--- src/rtl/spi_rx_deserializer_pkg.sv ---
// Shared SPI definitions used by both the RX deserializer and the TX FSM.
// Holds the FSM state encoding, the byte width and the default FIFO depth.
package spi_rx_deserializer_pkg;

  localparam int BYTE_W        = 8;
  localparam int DEFAULT_DEPTH = 16;

  typedef enum logic {
    IDLE  = 1'b0,
    SHIFT = 1'b1
  } spi_state_e;

endpackage

--- src/rtl/spi_rx_deserializer_if.sv ---
// Bundle of the SPI input pins and the host-side receive FIFO signals.
// The master modport is used by the driver side and the slave modport by the deserializer.
interface spi_rx_deserializer_if
  import spi_rx_deserializer_pkg::*;
#(
  parameter int ADDR_W = 4
);

  logic              SPI_clk;
  logic              SPI_CS;
  logic              SPI_MISO;
  logic              Read_RQ;
  logic              Ovf_Clr;
  logic [BYTE_W-1:0] Rx_Data;
  logic              Rx_Valid;
  logic              Rx_Empty;
  logic              Rx_Full;
  logic [ADDR_W:0]   Rx_Count;
  logic              Overflow;
  logic              Frame_Done;

  modport master (
    output SPI_clk, SPI_CS, SPI_MISO, Read_RQ, Ovf_Clr,
    input  Rx_Data, Rx_Valid, Rx_Empty, Rx_Full, Rx_Count, Overflow, Frame_Done
  );

  modport slave (
    input  SPI_clk, SPI_CS, SPI_MISO, Read_RQ, Ovf_Clr,
    output Rx_Data, Rx_Valid, Rx_Empty, Rx_Full, Rx_Count, Overflow, Frame_Done
  );

endinterface

--- src/rtl/spi_rx_deserializer_rx_fifo.sv ---
// Synchronous byte FIFO with a registered pop port (data and valid one cycle after pop).
// A push into a full FIFO is still accepted when a pop happens in the same cycle.
module rx_fifo
  import spi_rx_deserializer_pkg::*;
#(
  parameter int DEPTH  = DEFAULT_DEPTH,
  parameter int ADDR_W = $clog2(DEPTH)
) (
  input  logic              clk_i,
  input  logic              rst_ni,
  input  logic              push_i,
  input  logic [BYTE_W-1:0] pushData_i,
  input  logic              pop_i,
  output logic [BYTE_W-1:0] rdData_o,
  output logic              rdValid_o,
  output logic [ADDR_W:0]   count_o,
  output logic              full_o,
  output logic              empty_o,
  output logic              drop_o
);

  localparam logic [ADDR_W:0] FULL_CNT = (ADDR_W + 1)'(DEPTH);

  logic [BYTE_W-1:0] mem [DEPTH];
  logic [ADDR_W-1:0] wrPtr_q;
  logic [ADDR_W-1:0] rdPtr_q;
  logic [ADDR_W:0]   count_q;
  logic [BYTE_W-1:0] rdData_q;
  logic              rdValid_q;
  logic              doPop;
  logic              doPush;

  assign doPop  = pop_i && (count_q != '0);
  assign doPush = push_i && ((count_q != FULL_CNT) || doPop);

  // Storage is not reset; only the pointers and count define what is valid.
  always_ff @(posedge clk_i) begin
    if (doPush) begin
      mem[wrPtr_q] <= pushData_i;
    end
  end

  always_ff @(posedge clk_i or negedge rst_ni) begin
    if (!rst_ni) begin
      wrPtr_q   <= '0;
      rdPtr_q   <= '0;
      count_q   <= '0;
      rdData_q  <= '0;
      rdValid_q <= 1'b0;
    end else begin
      rdValid_q <= doPop;
      if (doPush) begin
        wrPtr_q <= wrPtr_q + 1'b1;
      end
      if (doPop) begin
        rdPtr_q  <= rdPtr_q + 1'b1;
        rdData_q <= mem[rdPtr_q];
      end
      case ({doPush, doPop})
        2'b10:   count_q <= count_q + 1'b1;
        2'b01:   count_q <= count_q - 1'b1;
        default: count_q <= count_q;
      endcase
    end
  end

  assign rdData_o  = rdData_q;
  assign rdValid_o = rdValid_q;
  assign count_o   = count_q;
  assign full_o    = (count_q == FULL_CNT);
  assign empty_o   = (count_q == '0);
  assign drop_o    = push_i && !doPush;

endmodule

--- src/rtl/spi_rx_deserializer.sv ---
// SPI receive path: synchronises the SPI pins into Mclk, shifts MISO in MSB first
// on each SPI_clk rise during a chip-select frame, and queues whole bytes for the host.
module spi_rx_deserializer
  import spi_rx_deserializer_pkg::*;
#(
  parameter int DEPTH       = DEFAULT_DEPTH,
  parameter int ADDR_W      = 4,
  parameter int SYNC_STAGES = 2
) (
  input logic                  Mclk,
  input logic                  nReset,
  spi_rx_deserializer_if.slave bus
);

  logic [SYNC_STAGES-1:0] clkSync_q;
  logic [SYNC_STAGES-1:0] csSync_q;
  logic [SYNC_STAGES-1:0] misoSync_q;
  logic                   clkPrev_q;
  logic                   clkS;
  logic                   csS;
  logic                   misoS;
  logic                   spiRise;

  spi_state_e        state_q;
  logic [2:0]        bitCnt_q;
  logic [BYTE_W-1:0] shiftReg_q;
  logic [BYTE_W-1:0] shift_d;
  logic              pushValid_q;
  logic [BYTE_W-1:0] pushData_q;
  logic              frameDone_q;
  logic              overflow_q;
  logic              fifoDrop;

  // All three pins go through identical chains so MISO lines up with the clock edge.
  always_ff @(posedge Mclk or negedge nReset) begin
    if (!nReset) begin
      clkSync_q  <= '0;
      csSync_q   <= '0;
      misoSync_q <= '0;
      clkPrev_q  <= 1'b0;
    end else begin
      clkSync_q[0]  <= bus.SPI_clk;
      csSync_q[0]   <= bus.SPI_CS;
      misoSync_q[0] <= bus.SPI_MISO;
      for (int i = 1; i < SYNC_STAGES; i++) begin
        clkSync_q[i]  <= clkSync_q[i-1];
        csSync_q[i]   <= csSync_q[i-1];
        misoSync_q[i] <= misoSync_q[i-1];
      end
      clkPrev_q <= clkSync_q[SYNC_STAGES-1];
    end
  end

  assign clkS    = clkSync_q[SYNC_STAGES-1];
  assign csS     = csSync_q[SYNC_STAGES-1];
  assign misoS   = misoSync_q[SYNC_STAGES-1];
  assign spiRise = clkS && !clkPrev_q;
  assign shift_d = {shiftReg_q[BYTE_W-2:0], misoS};

  // A sample landing in the same cycle CS rises is still taken, so a byte
  // completed on that edge is pushed; a partial byte dies because entry clears bitCnt.
  always_ff @(posedge Mclk or negedge nReset) begin
    if (!nReset) begin
      state_q     <= IDLE;
      bitCnt_q    <= '0;
      shiftReg_q  <= '0;
      pushValid_q <= 1'b0;
      pushData_q  <= '0;
      frameDone_q <= 1'b0;
    end else begin
      pushValid_q <= 1'b0;
      frameDone_q <= 1'b0;
      case (state_q)
        IDLE: begin
          if (!csS) begin
            state_q  <= SHIFT;
            bitCnt_q <= '0;
          end
        end
        SHIFT: begin
          if (spiRise) begin
            shiftReg_q <= shift_d;
            bitCnt_q   <= bitCnt_q + 3'd1;
            if (bitCnt_q == 3'd7) begin
              pushValid_q <= 1'b1;
              pushData_q  <= shift_d;
            end
          end
          if (csS) begin
            state_q     <= IDLE;
            frameDone_q <= 1'b1;
          end
        end
        default: state_q <= IDLE;
      endcase
    end
  end

  rx_fifo #(
    .DEPTH  (DEPTH),
    .ADDR_W (ADDR_W)
  ) u_rx_fifo (
    .clk_i      (Mclk),
    .rst_ni     (nReset),
    .push_i     (pushValid_q),
    .pushData_i (pushData_q),
    .pop_i      (bus.Read_RQ),
    .rdData_o   (bus.Rx_Data),
    .rdValid_o  (bus.Rx_Valid),
    .count_o    (bus.Rx_Count),
    .full_o     (bus.Rx_Full),
    .empty_o    (bus.Rx_Empty),
    .drop_o     (fifoDrop)
  );

  // A drop in the same cycle as a clear keeps the flag set.
  always_ff @(posedge Mclk or negedge nReset) begin
    if (!nReset) begin
      overflow_q <= 1'b0;
    end else if (fifoDrop) begin
      overflow_q <= 1'b1;
    end else if (bus.Ovf_Clr) begin
      overflow_q <= 1'b0;
    end
  end

  assign bus.Overflow   = overflow_q;
  assign bus.Frame_Done = frameDone_q;

endmodule

--- src/flat_wrapper.sv ---
// flat-port wrapper written by rule: the top's interface ports become plain ports
module spi_rx_deserializer_flat import spi_rx_deserializer_pkg::*;
#(
  parameter int DEPTH       = DEFAULT_DEPTH,
  parameter int ADDR_W      = 4,
  parameter int SYNC_STAGES = 2
)
  (Mclk, nReset, bus_SPI_clk, bus_SPI_CS, bus_SPI_MISO, bus_Read_RQ, bus_Ovf_Clr, bus_Rx_Data, bus_Rx_Valid, bus_Rx_Empty, bus_Rx_Full, bus_Rx_Count, bus_Overflow, bus_Frame_Done);
  spi_rx_deserializer_if #(.ADDR_W(ADDR_W)) bus_i ();
  input logic Mclk;
  input logic nReset;
  input wire logic [$bits(bus_i.SPI_clk)-1:0] bus_SPI_clk;
  input wire logic [$bits(bus_i.SPI_CS)-1:0] bus_SPI_CS;
  input wire logic [$bits(bus_i.SPI_MISO)-1:0] bus_SPI_MISO;
  input wire logic [$bits(bus_i.Read_RQ)-1:0] bus_Read_RQ;
  input wire logic [$bits(bus_i.Ovf_Clr)-1:0] bus_Ovf_Clr;
  output wire logic [$bits(bus_i.Rx_Data)-1:0] bus_Rx_Data;
  output wire logic [$bits(bus_i.Rx_Valid)-1:0] bus_Rx_Valid;
  output wire logic [$bits(bus_i.Rx_Empty)-1:0] bus_Rx_Empty;
  output wire logic [$bits(bus_i.Rx_Full)-1:0] bus_Rx_Full;
  output wire logic [$bits(bus_i.Rx_Count)-1:0] bus_Rx_Count;
  output wire logic [$bits(bus_i.Overflow)-1:0] bus_Overflow;
  output wire logic [$bits(bus_i.Frame_Done)-1:0] bus_Frame_Done;
  assign bus_i.SPI_clk = bus_SPI_clk;
  assign bus_i.SPI_CS = bus_SPI_CS;
  assign bus_i.SPI_MISO = bus_SPI_MISO;
  assign bus_i.Read_RQ = bus_Read_RQ;
  assign bus_i.Ovf_Clr = bus_Ovf_Clr;
  assign bus_Rx_Data = bus_i.Rx_Data;
  assign bus_Rx_Valid = bus_i.Rx_Valid;
  assign bus_Rx_Empty = bus_i.Rx_Empty;
  assign bus_Rx_Full = bus_i.Rx_Full;
  assign bus_Rx_Count = bus_i.Rx_Count;
  assign bus_Overflow = bus_i.Overflow;
  assign bus_Frame_Done = bus_i.Frame_Done;
  spi_rx_deserializer #(.DEPTH(DEPTH), .ADDR_W(ADDR_W), .SYNC_STAGES(SYNC_STAGES)) u_core (.Mclk(Mclk), .nReset(nReset), .bus(bus_i));
endmodule
--- config.mk ---
export PLATFORM = sky130hd
export DESIGN_NAME = spi_rx_deserializer_flat
export DESIGN_NICKNAME = d
export VERILOG_FILES = /design/src/rtl/spi_rx_deserializer_pkg.sv /design/src/rtl/spi_rx_deserializer_if.sv /design/src/rtl/spi_rx_deserializer_rx_fifo.sv /design/src/rtl/spi_rx_deserializer.sv /design/src/flat_wrapper.sv
export SDC_FILE = /design/constraint.sdc
export NUM_CORES = 1
export LEC_CHECK = 0
export CORE_ASPECT_RATIO = 0.7
export CORE_MARGIN = 10
export CORE_UTILIZATION = 44
export DETAILED_ROUTE_END_ITERATION = 10
export HOLD_SLACK_MARGIN = 0.15
export PLACE_DENSITY = 0.65
export SLEW_MARGIN = 10
export SYNTH_ARGS = -nofsm -noshare
export SYNTH_HDL_FRONTEND = slang
export SYNTH_HIERARCHICAL = 1
export SYNTH_SLANG_ARGS = --single-unit
--- constraint.sdc ---
create_clock -name Mclk -period 3.05 [get_ports Mclk]
set_input_delay 0.305 -clock Mclk [delete_from_list [all_inputs] [get_ports Mclk]]
set_output_delay 0.305 -clock Mclk [all_outputs]
set_load 0.05 [all_outputs]
Word-level counts from Yosys, hierarchy flattened
Memories as Yosys holds them, arrays and structs flattened. A register that Yosys moved wholly into a read port is not among the register bits.
Cells that the tools add are included.
W data, S select, Z words.
{"block": "classes", "n_addsub": 5, "n_eq_ne": 7, "mux": 14, "bitwise_logic": 1, "n_reduce_logical": 15}
{"cell": "$mux W1", "count": 10}
{"cell": "$pmux W5 S2", "count": 1}
{"cell": "$add A4 B1 Y4 const B", "count": 2}
{"cell": "$mux W3", "count": 2}
{"cell": "$pmux W3 S2", "count": 1}
{"cell": "$add A5 B1 Y5 const B", "count": 1}
{"cell": "$eq A5 B5 Y1 const B", "count": 1}
{"cell": "$logic_not A5 Y1", "count": 1}
{"cell": "$ne A5 B5 Y1 const B", "count": 1}
{"cell": "$reduce_bool A5 Y1", "count": 1}
{"cell": "$sub A5 B1 Y5 const B", "count": 1}
{"cell": "$logic_and A1 B1 Y1", "count": 4}
{"cell": "$reduce_and A2 Y1", "count": 2}
{"cell": "$reduce_bool A2 Y1", "count": 2}
{"cell": "$add A3 B1 Y3 const B", "count": 1}
{"cell": "$eq A3 B3 Y1 const B", "count": 1}
{"cell": "$logic_not A1 Y1", "count": 3}
{"cell": "$reduce_and A3 Y1", "count": 1}
{"cell": "$eq A2 B1 Y1 const B", "count": 1}
{"cell": "$eq A2 B2 Y1 const B", "count": 1}
{"cell": "$ne A2 B1 Y1 const B", "count": 1}
{"cell": "$ne A2 B2 Y1 const B", "count": 1}
{"cell": "$logic_or A1 B1 Y1", "count": 1}
{"cell": "$not A1 Y1", "count": 1}
{"block": "totals", "reg_bits": 43, "ramBits": 128, "word_cells": 58, "mem_count": 1}
{"name": "u_core.u_rx_fifo.mem", "words": 16, "word_bits": 8, "read_ports": 1, "rd_clocked_by_memory_dff": 1, "wr": 1, "line_no": "spi_rx_deserializer_rx_fifo.sv:24", "rtl": "logic [BYTE_W-1:0] mem [DEPTH];"}

Depth between registers and ports, before layout
{"block": "logic_depth", "ltp_word": 7, "mapped_depth": 9, "mapped_depth_nobuf": 8}

Modules after synthesis
Netlist, hierarchy kept.
{"mod": "rx_fifo", "n_inst": 1, "cells_per_inst": 307, "area_each_um2": 6043.3, "seq_area_each_um2": 4394.2}
{"mod": "spi_rx_deserializer", "n_inst": 1, "cells_per_inst": 67, "area_each_um2": 1087.3, "seq_area_each_um2": 725.7}

Least setup slack after synthesis
No wires, ideal clock.
{"block": "synth_path", "path_kind": "flip-flop to flip-flop", "startpoint": "register u_core.u_rx_fifo.count_q[3] (netlist: u_core/u_rx_fifo/count_o[3])", "endpoint": "register u_core.u_rx_fifo.count_q[4] (netlist: u_core/u_rx_fifo/count_o[4])", "arrival_ps": 3175, "required_time_ps": 2914, "setup_slack_ps": -261, "stages_incl_launch_ff": 10, "cell_sequence": "dfrtp_1 > or4_4 > o21ai_4 > buf_2 > nor2_1 > fa_1 > a21o_1 > a2111o_1 > o211ai_1 > or3b_2"}
{"block": "synth_via", "elab_chain_len": 6}
{"element": "from (decl)", "line_no": "spi_rx_deserializer_rx_fifo.sv:27", "rtl": "logic [ADDR_W:0] count_q;"}
{"element": "from (signal assigned)", "line_no": "spi_rx_deserializer_rx_fifo.sv:60", "rtl": "2'b10: count_q <= count_q + 1'b1;"}
{"element": "from (signal assigned)", "line_no": "spi_rx_deserializer_rx_fifo.sv:61", "rtl": "2'b01: count_q <= count_q - 1'b1;"}
{"element": "from (signal assigned)", "line_no": "spi_rx_deserializer_rx_fifo.sv:62", "rtl": "default: count_q <= count_q;"}
{"element": "$reduce_bool A5 Y1", "line_no": "spi_rx_deserializer_rx_fifo.sv:33", "rtl": "assign doPop = pop_i && (count_q != '0);"}
{"element": "$logic_and A1 B1 Y1", "line_no": "spi_rx_deserializer_rx_fifo.sv:33"}
{"element": "$logic_or A1 B1 Y1", "line_no": "spi_rx_deserializer_rx_fifo.sv:34", "rtl": "assign doPush = push_i && ((count_q != FULL_CNT) || doPop);"}
{"element": "$logic_and A1 B1 Y1", "line_no": "spi_rx_deserializer_rx_fifo.sv:34"}
{"element": "$eq A2 B1 Y1 or $eq A2 B2 Y1 (tied branches)", "line_no": "spi_rx_deserializer_rx_fifo.sv:59", "rtl": "case ({doPush, doPop})"}
{"element": "$pmux W5 S2 or $reduce_bool A2 Y1 (tied branches)"}
Several ways; a longest one is shown, not always the timed one.
A chain may end at the register's enable or synchronous reset.

Worst setup path in the final report
{"block": "layout_path", "startpoint": "register u_core.u_rx_fifo.count_q[0] (netlist: u_core/u_rx_fifo/count_o[0])", "endpoint": "register u_core.u_rx_fifo.count_q[4] (netlist: u_core/u_rx_fifo/count_o[4])"}
The elaborated chain is that of the path after synthesis.

==> results.ini <==
[die]
rows=38
io_pins=25
core_um2=15700
die_x_um=172
start_util_pct=45.4
die_y_um=127
dieArea_um2=21800

[place]
place_congestion=0.749
portBuffers=24
dpl_worst_slack_ns=0.173
hpwl_um=8590
place_inst=589

[sta]
setup_tns_ns=0
period_minus_slack_ns=2.91
fin_ws_ns=0.139
period_share_pct=95.5
rsz0062_at_grt=no
worst-slew-pin-transition_ns=1.00
setup_violations=0
fmax_mhz=343
max-slew-margin-rel_pct=33.1
slew_viol_final=0
hold_viol_final=0
finalClockSkew_ns=0.0105

[critical_path]
cp-start-kind=register
rrSetupSlack_ns=0.14
worstPathArrival_ns=3.20
critPathKind=register to register
path_max_fanout=6
slowest_stage=or4_4
worstPathRequired_ns=3.34
crit_buf_inv=0
cpPeakStageDelay_ns=0.61
reg2regPathDepth=8
cpLargestDelayFamily=simple AND/OR/NAND/NOR gates
path_depth=8
path_cells=or4_4 > o21ai_4 > nor2_4 > fa_2 > a21o_1 > a2111o_1 > o211ai_1 > or3b_4
end_kind=register

[drt]
num_vias=3487
ant_nets=0
drtPass1Iterations=5
wl_per_cell_um=22.1
drc=0
drtIter0Drc=276
avgViaCountPerCell=5.61
wl_um=13700

[global_route]
grt_pass1_vias=3547
grt_pass1_wl_um=21300
grt_overflow_total=0
antenna_found_initial=0
grt_max_degree=41
grtUsageTotal_pct=13.3

[cts]
clk_path_buf_depth=2
clockRootBuffer=clkbuf_16
cts.repair.resized=0
cts_tree=done
cts_made_buffers=17
htreeDepth=4
clkTransAtPathRegs_ns=0.06
cts_sinks=179
clock_latency_ns=0.42
cts-hold-fix-buffers=1
post_cts_buffers=0

[synth]
synth_cells=374
ys_warn_count=6
synth_area_per_cell_um2=19.1
synth_area_leaders=edfxtp_1, dfrtp_1, mux4_2
synth_cell_types=43
synth.most_common_cell=edfxtp_1
ys_async_sr_fraction_pct=28.5
synth_top_area_share_pct=53.9
synthFlopType=edfxtp_1
synth_edf_count=128
yosys-top-cells-count=edfxtp_1, dfrtp_1, mux4_2
syn-cell-area_um2=7130
yosysSeqAreaShare_pct=71.8
synth-seq-cells=179
synth_largest_area_cell=edfxtp_1
synth.net_count=392

[power]
ir_drop_v=0.000494
power.leakage_nw=3.07
p_total_mw=6.54
power_density_nw_per_um2=802

[min_path]
hold_path_class=input port to register
holdPathStages=1

[cells_and_area]
antenna_cells=0
drive_above_1_share_pct=23.5
syn2layout_area_growth_pct=14.4
final_cells=622
layout.nets=427

[flow_run]
maxCapViolCount=0

[run_status]
outcome=finished clean

## registers in the layout (all words and copies together) (netlist names)
register                    count
u_core/u_rx_fifo/mem          128
u_core/pushData_q               8
u_core/u_rx_fifo/rdData_o       8
u_core/shiftReg_q               7
u_core/u_rx_fifo/count_o        5
u_core/u_rx_fifo/rdPtr_q        4
u_core/u_rx_fifo/wrPtr_q        4
u_core/bitCnt_q                 3
u_core/clkSync_q                2
u_core/csSync_q                 2
u_core/misoSync_q               2
u_core/bus.Frame_Done           1
u_core/bus.Overflow             1
u_core/clkPrev_q                1
u_core/pushValid_q              1
u_core/state_q                  1
u_core/u_rx_fifo/rdValid_o      1
## cells by family after synthesis
logic type | synth area share, %
AOI/OAI and AO/OA | 2.54
muxes | 15.8
adders and majority gates | 2.04
and+or+nand+nor | 5.39
DFF | 71.8
buffers and inverters | 1.33
xor gates and xnor gates | 1.11
## cells in the final DEF (no fill, tap or decap), drive strengths merged, types with 2 or more instances in the layout
cell / n
o211ai: 4
a21o: 3
nand4: 2
mux4: 32
nand3b: 4
nand4b: 3
clkinvlp: 3
ha: 10
and3: 2
xnor2: 8
nor2: 3
mux2: 18
nor3b: 2
and2: 17
edfxtp: 128
dfrtp: 51
nand2: 20
nor3: 2
clkdlybuf4s50: 23
a21oi: 2
inv: 10
clkbuf: 18
clkinv: 9
buf: 6
o221ai: 8
o21ai: 2
mux2i: 19
or4: 2
## report_power, final
| part | switching [mW] | internal, mW |
|---|---|---|
| clock | 0.890 | 1.06 |
| sequential | 0.151 | 2.75 |
| combinational | 0.962 | 0.728 |
| total | 2.00 | 4.54 |
## layer usage
metal  vias to the layer above  global-route usage [%]  part of all wire, %
li1                       1543                       -                    -
met1                      1837                    19.2                   48
met2                        95                    19.2                   45
met3                        12                    3.35                  5.7
met4                         0                    4.60                  1.2
met5                         -                       0                    0
## path summary, 6_finish.rpt
kind,from,end
max in group asynchronous,nReset,u_core/u_rx_fifo/wrPtr_q[2]
setup reg to reg,u_core/u_rx_fifo/count_o[0],u_core/u_rx_fifo/count_o[4]
hold / removal,bus_SPI_CS,u_core/csSync_q[0]
min in group asynchronous,nReset,u_core/csSync_q[0]
hold reg to reg,u_core/csSync_q[0],u_core/csSync_q[1]
setup / recovery,u_core/u_rx_fifo/count_o[0],u_core/u_rx_fifo/count_o[4]
## per-stage QoR
step           instance area (µm²)  utilization, %  hold slack [ns]
2_1_floorplan                 7150               -          0.00941
3_3_place_gp                  7620            48.6            0.332
3_5_place_dp                  7620            48.6            0.337
4_1_cts                       8160            52.0            0.304
5_1_grt                       8160            52.0            0.306
6_report                      8160            52.0            0.324
## area by class of cell
type                       count  area [µm²]
clock buffer                  18         439
clock inverter                14        88.8
inverter                       8        30.0
timing repair buffer          30         295
sequential                   179        5130
multi-input combinational    173        1930
fill                        1251        7530
tap                          200         250
Power figures use the tool's default switching activity.
